`config.mk`:
```
export PLATFORM = sky130hd
export DESIGN_NAME = seq_signed_divider
export DESIGN_NICKNAME = d
export VERILOG_FILES = /design/src/rtl/seq_signed_divider.sv
export SDC_FILE = /design/constraint.sdc
export NUM_CORES = 1
export LEC_CHECK = 0
export ABC_AREA = 1
export CORE_MARGIN = 3
export CORE_UTILIZATION = 59
export CTS_BUF_LIST = sky130_fd_sc_hd__clkbuf_2 sky130_fd_sc_hd__clkbuf_4 sky130_fd_sc_hd__clkbuf_8
export DETAILED_ROUTE_END_ITERATION = 7
export HOLD_SLACK_MARGIN = 0.02
export PLACE_DENSITY = 0.79
export SETUP_SLACK_MARGIN = 0.05
export SYNTH_ARGS = -nofsm -noshare
export SYNTH_HDL_FRONTEND = slang
export SYNTH_SLANG_ARGS = --single-unit
```
`constraint.sdc`:
```
create_clock -name clk -period 18.6 [get_ports clk]
set_input_delay 3.72 -clock clk [delete_from_list [all_inputs] [get_ports clk]]
set_output_delay 3.72 -clock clk [all_outputs]
set_load 0.05 [all_outputs]
```
`src/rtl/seq_signed_divider.sv`:
```
// Multi-cycle signed integer divider (restoring, one quotient bit per clock).
// Works on operand magnitudes and applies the result signs in a final FIX
// cycle. Quotient truncates toward zero; Remainder takes the sign of A.
// A zero divisor finishes in one cycle with Quotient = all ones,
// Remainder = A and div_by_zero set.
module seq_signed_divider #(
  parameter int WIDTH = 32
) (
  input  logic             clk,
  input  logic             rst,
  input  logic             start,
  input  logic [WIDTH-1:0] A,
  input  logic [WIDTH-1:0] B,
  output logic [WIDTH-1:0] Quotient,
  output logic [WIDTH-1:0] Remainder,
  output logic             busy,
  output logic             done,
  output logic             div_by_zero
);

  localparam int CW = $clog2(WIDTH) + 1;

  typedef enum logic [1:0] {IDLE, CALC, FIX} state_t;

  state_t           state;
  logic [WIDTH-1:0] dvd;     // dividend shift register; quotient bits enter at LSB
  logic [WIDTH-1:0] dvs;     // divisor magnitude
  logic [WIDTH-1:0] prem;    // partial remainder
  logic [CW-1:0]    cnt;
  logic             sign_q;
  logic             sign_r;

  logic [WIDTH-1:0] abs_a;
  logic [WIDTH-1:0] abs_b;
  logic [WIDTH:0]   shifted;
  logic [WIDTH:0]   diff;

  // Operand magnitudes and one trial-subtract step. prem < dvs <= 2^(WIDTH-1),
  // so the shifted value fits in WIDTH+1 bits and diff[WIDTH] is the borrow.
  always_comb begin
    abs_a   = A[WIDTH-1] ? -A : A;
    abs_b   = B[WIDTH-1] ? -B : B;
    shifted = {prem, dvd[WIDTH-1]};
    diff    = shifted - {1'b0, dvs};
  end

  // Control FSM plus datapath registers; all outputs are registered here.
  always_ff @(posedge clk or posedge rst) begin
    if (rst) begin
      state       <= IDLE;
      dvd         <= '0;
      dvs         <= '0;
      prem        <= '0;
      cnt         <= '0;
      sign_q      <= 1'b0;
      sign_r      <= 1'b0;
      Quotient    <= '0;
      Remainder   <= '0;
      busy        <= 1'b0;
      done        <= 1'b0;
      div_by_zero <= 1'b0;
    end else begin
      done <= 1'b0;
      case (state)
        IDLE: begin
          if (start) begin
            if (B == '0) begin
              Quotient    <= '1;
              Remainder   <= A;
              div_by_zero <= 1'b1;
              done        <= 1'b1;
            end else begin
              dvd    <= abs_a;
              dvs    <= abs_b;
              sign_q <= A[WIDTH-1] ^ B[WIDTH-1];
              sign_r <= A[WIDTH-1];
              prem   <= '0;
              cnt    <= '0;
              busy   <= 1'b1;
              state  <= CALC;
            end
          end
        end
        CALC: begin
          // Commit the difference when non-negative, otherwise keep the shifted value.
          prem <= diff[WIDTH] ? shifted[WIDTH-1:0] : diff[WIDTH-1:0];
          dvd  <= {dvd[WIDTH-2:0], ~diff[WIDTH]};
          cnt  <= cnt + 1'b1;
          if (cnt == CW'(WIDTH - 1)) state <= FIX;
        end
        FIX: begin
          Quotient    <= sign_q ? -dvd : dvd;
          Remainder   <= sign_r ? -prem : prem;
          div_by_zero <= 1'b0;
          busy        <= 1'b0;
          done        <= 1'b1;
          state       <= IDLE;
        end
        default: state <= IDLE;
      endcase
    end
  end

endmodule

```
==> flow_summary.toml <==
[outcome]
outcome = "completed"

[synthesis]
synth_top_area_share = 0.315
synth_ff_type = "dfrtp_1"
yosysTopAreaCell = "dfrtp_1"
yosys-top-cells-area = "dfrtp_1, nand2_1, inv_1"
synth-edff-count = 0
synth_cell_types = 49
seq_area_frac_synth = 0.315
synth_nets = 2273
synthCells = 2168
syn_area_mm2 = 0.0137
syn_area_per_cell_um2 = 6.33
async_flop_share = 1.00
yosysWarningCount = 0
ys_ff_latch = 173

[timing]
fin_skew_ns = 0.0157
rsz0062_at_grt = "no"
fin_setup_tns_ns = 0
setup_violations = 0
whs_ns = 0.494
max_freq_mhz = 139
slew_violations = 0
worstMarginPinSlew_ns = 1.08
setup_ws_ns = 11.43
final_hold_viol_count = 0
fin_crit_ns = 7.17
slew-limit-headroom = 0.282
fin_crit_sh = 0.385

[min_path]
min_path_type = "reg -> reg"

[drt]
viasPerCell = 5.64
routed_wl_um = 42300
avgRoutedWirePerCell_um = 16.4
ant_nets = 0
drt_iter0_markers = 1413
vias = 14600
dr.pass1.iters = 7
drc = 0

[floorplan]
rows = 55
dieArea_mm2 = 0.0251
core_area_mm2 = 0.0228
io_pins = 134
initial_core_util = 0.603
die_h_um = 159
fp.dieW_um = 159

[critical_path]
critical_path_buf_inv_count = 3
start_kind = "input port"
arrival_ns = 7.56
path_max_fanout = 46
cp_slowest_cell = "clkdlybuf4s50_1"
critPathTopFamily = "buffers and inverters"
crit_type = "in -> reg"
end_kind = "flip-flop"
worstPathCellList = "clkdlybuf4s50_1 -> inv_2 -> nand4_1 -> nor2_1 -> nand2_1 -> nor2_1 -> nand2_1 -> nand3_2 -> inv_2 -> o21ai_0 -> o22ai_1"
slowest_delay_ns = 1.01
crit_required_ns = 18.99

[clock_network]
cts_buffers = 17
ctsHtreeMaxLevel = 4
cts_tree = "done"
cts_resized = 0
clk_pin_slew_ns = 0.11
cts.sinks = 173
clk_latency_ns = 0.48
cts-root-buf = "clkbuf_8"
cts_setup_buffers = 0
ctsLongestPathBuffers = 2
ctsHoldBuffers = 0

[global_route]
grt_pass1_wl_um = 67000
antenna_found_initial = 0
grt_pass1_vias = 13100
overflow = 0
grt_usage = 0.336
grt_max_degree = 66

[place]
placed_cell_area_mm2 = 0.0152
dp_cells = 2553
pre_cts_slack_ns = 11.03
port_buffers = 133
hpwl_um = 33000
gp_congestion = 0.988

[finish]
synthToLayoutAreaGrowth_pct = 13.4
fin_cells = 2585
diodes = 0
utilization = 0.684
final_net_count = 2364
drive_above_1_share = 0.0480
stdcell_area_mm2 = 0.0156

[job]
max_cap_violations = 0

[power]
total_power_mw = 2.62
vdd_drop_max_mv = 0.103
p_per_area_mw_per_mm2 = 168
p_leak_nw = 7.85
[routing by layer]
layer	part of all wire	global-route usage	up-vias	wire (um)
li1	-	-	7127	-
met1	0.46	0.505	6761	19300
met2	0.43	0.506	628	18400
met3	0.088	0.0527	68	3750
met4	0.022	0.0836	0	924
met5	0	0	-	0
[cells in the final DEF (no fill, tap or decap), drive strengths merged, types with 13 or more instances in the layout]
master         instances
nand3                229
dfrtp                173
o21ai                177
a21oi                 72
xor2                  33
o22ai                 20
clkbuf                19
nand2                673
inv                  326
nand3b                16
clkdlybuf4s50        133
nor2                 208
nor3                  29
or2                   13
nand4                 25
a31oi                 22
ha                    37
[cell type report]
type,count,area [um2]
multi-input combinational,1604,7840
timing repair buffer,142,1400
inverter,321,1210
clock buffer,19,255
fill,2053,7210
sequential,173,4330
clock inverter,13,151
tap,313,392
[Yosys cell counts (10+ instances only)]
cell type / count
o211ai_1: 12
inv_1: 304
nor3_1: 24
or2_2: 13
nand4_1: 24
inv_2: 16
xnor2_1: 10
o22ai_1: 20
xor2_1: 33
a31oi_1: 22
o21ai_1: 35
ha_1: 37
nand2_1: 662
nand3b_1: 16
nand3_1: 225
a21oi_1: 69
o21ai_0: 141
buf_2: 18
clkbuf_1: 28
nor2_1: 196
dfrtp_1: 173
[power breakdown]
group	switching (mW)	internal, mW
combinational	1.12	0.552
clock	0.159	0.117
sequential	0.147	0.522
[state kept, by name, summed over array words and instances (netlist names)]
register     flops
sign_r           1
dvs             32
state            2
prem            32
sign_q           1
cnt              6
Quotient        32
busy             1
dvd             32
Remainder       32
div_by_zero      1
done             1
[worst min-delay path, delay by kind of cell, from the launching register on]
| kind | cells | cell delay (ns) |
|---|---|---|
| DFF | 1 | 0.36 |
| AOI/OAI and AO/OA | 1 | 0.06 |
| and+or+nand+nor | 1 | 0.05 |
[worst paths after layout]
path                            slack [ns]                  from  cells after the start                         to
worst max-delay path                 11.43                 B[31]                     11        dvd[16]$_DFFE_PP0P_
worst min-delay path                  0.49   dvs[22]$_DFFE_PP0P_                      2        dvs[22]$_DFFE_PP0P_
worst max register to register       15.67  state[0]$_DFFE_PP0P_                      7        dvd[16]$_DFFE_PP0P_
worst min register to register        0.49   dvs[22]$_DFFE_PP0P_                      2        dvs[22]$_DFFE_PP0P_
max in group asynchronous            13.74                   rst                      3  Remainder[17]$_DFFE_PP0P_
min in group asynchronous             3.67                   rst                      2  Remainder[12]$_DFFE_PP0P_
[cell families (layout without fill, tap and decap cells)]
kind of cell | Yosys count | in the layout | share of synthesized area
AO/OA/AOI/OAI | 322 | 322 | 0.129
XOR/XNOR | 43 | 43 | 0.0274
adder cells (fa/ha/maj) | 38 | 38 | 0.0352
buffers and inverters | 391 | 495 | 0.115
flip-flops | 173 | 173 | 0.315
AND/OR/NAND/NOR | 1201 | 1201 | 0.379
(Power assumes the default switching activity.)
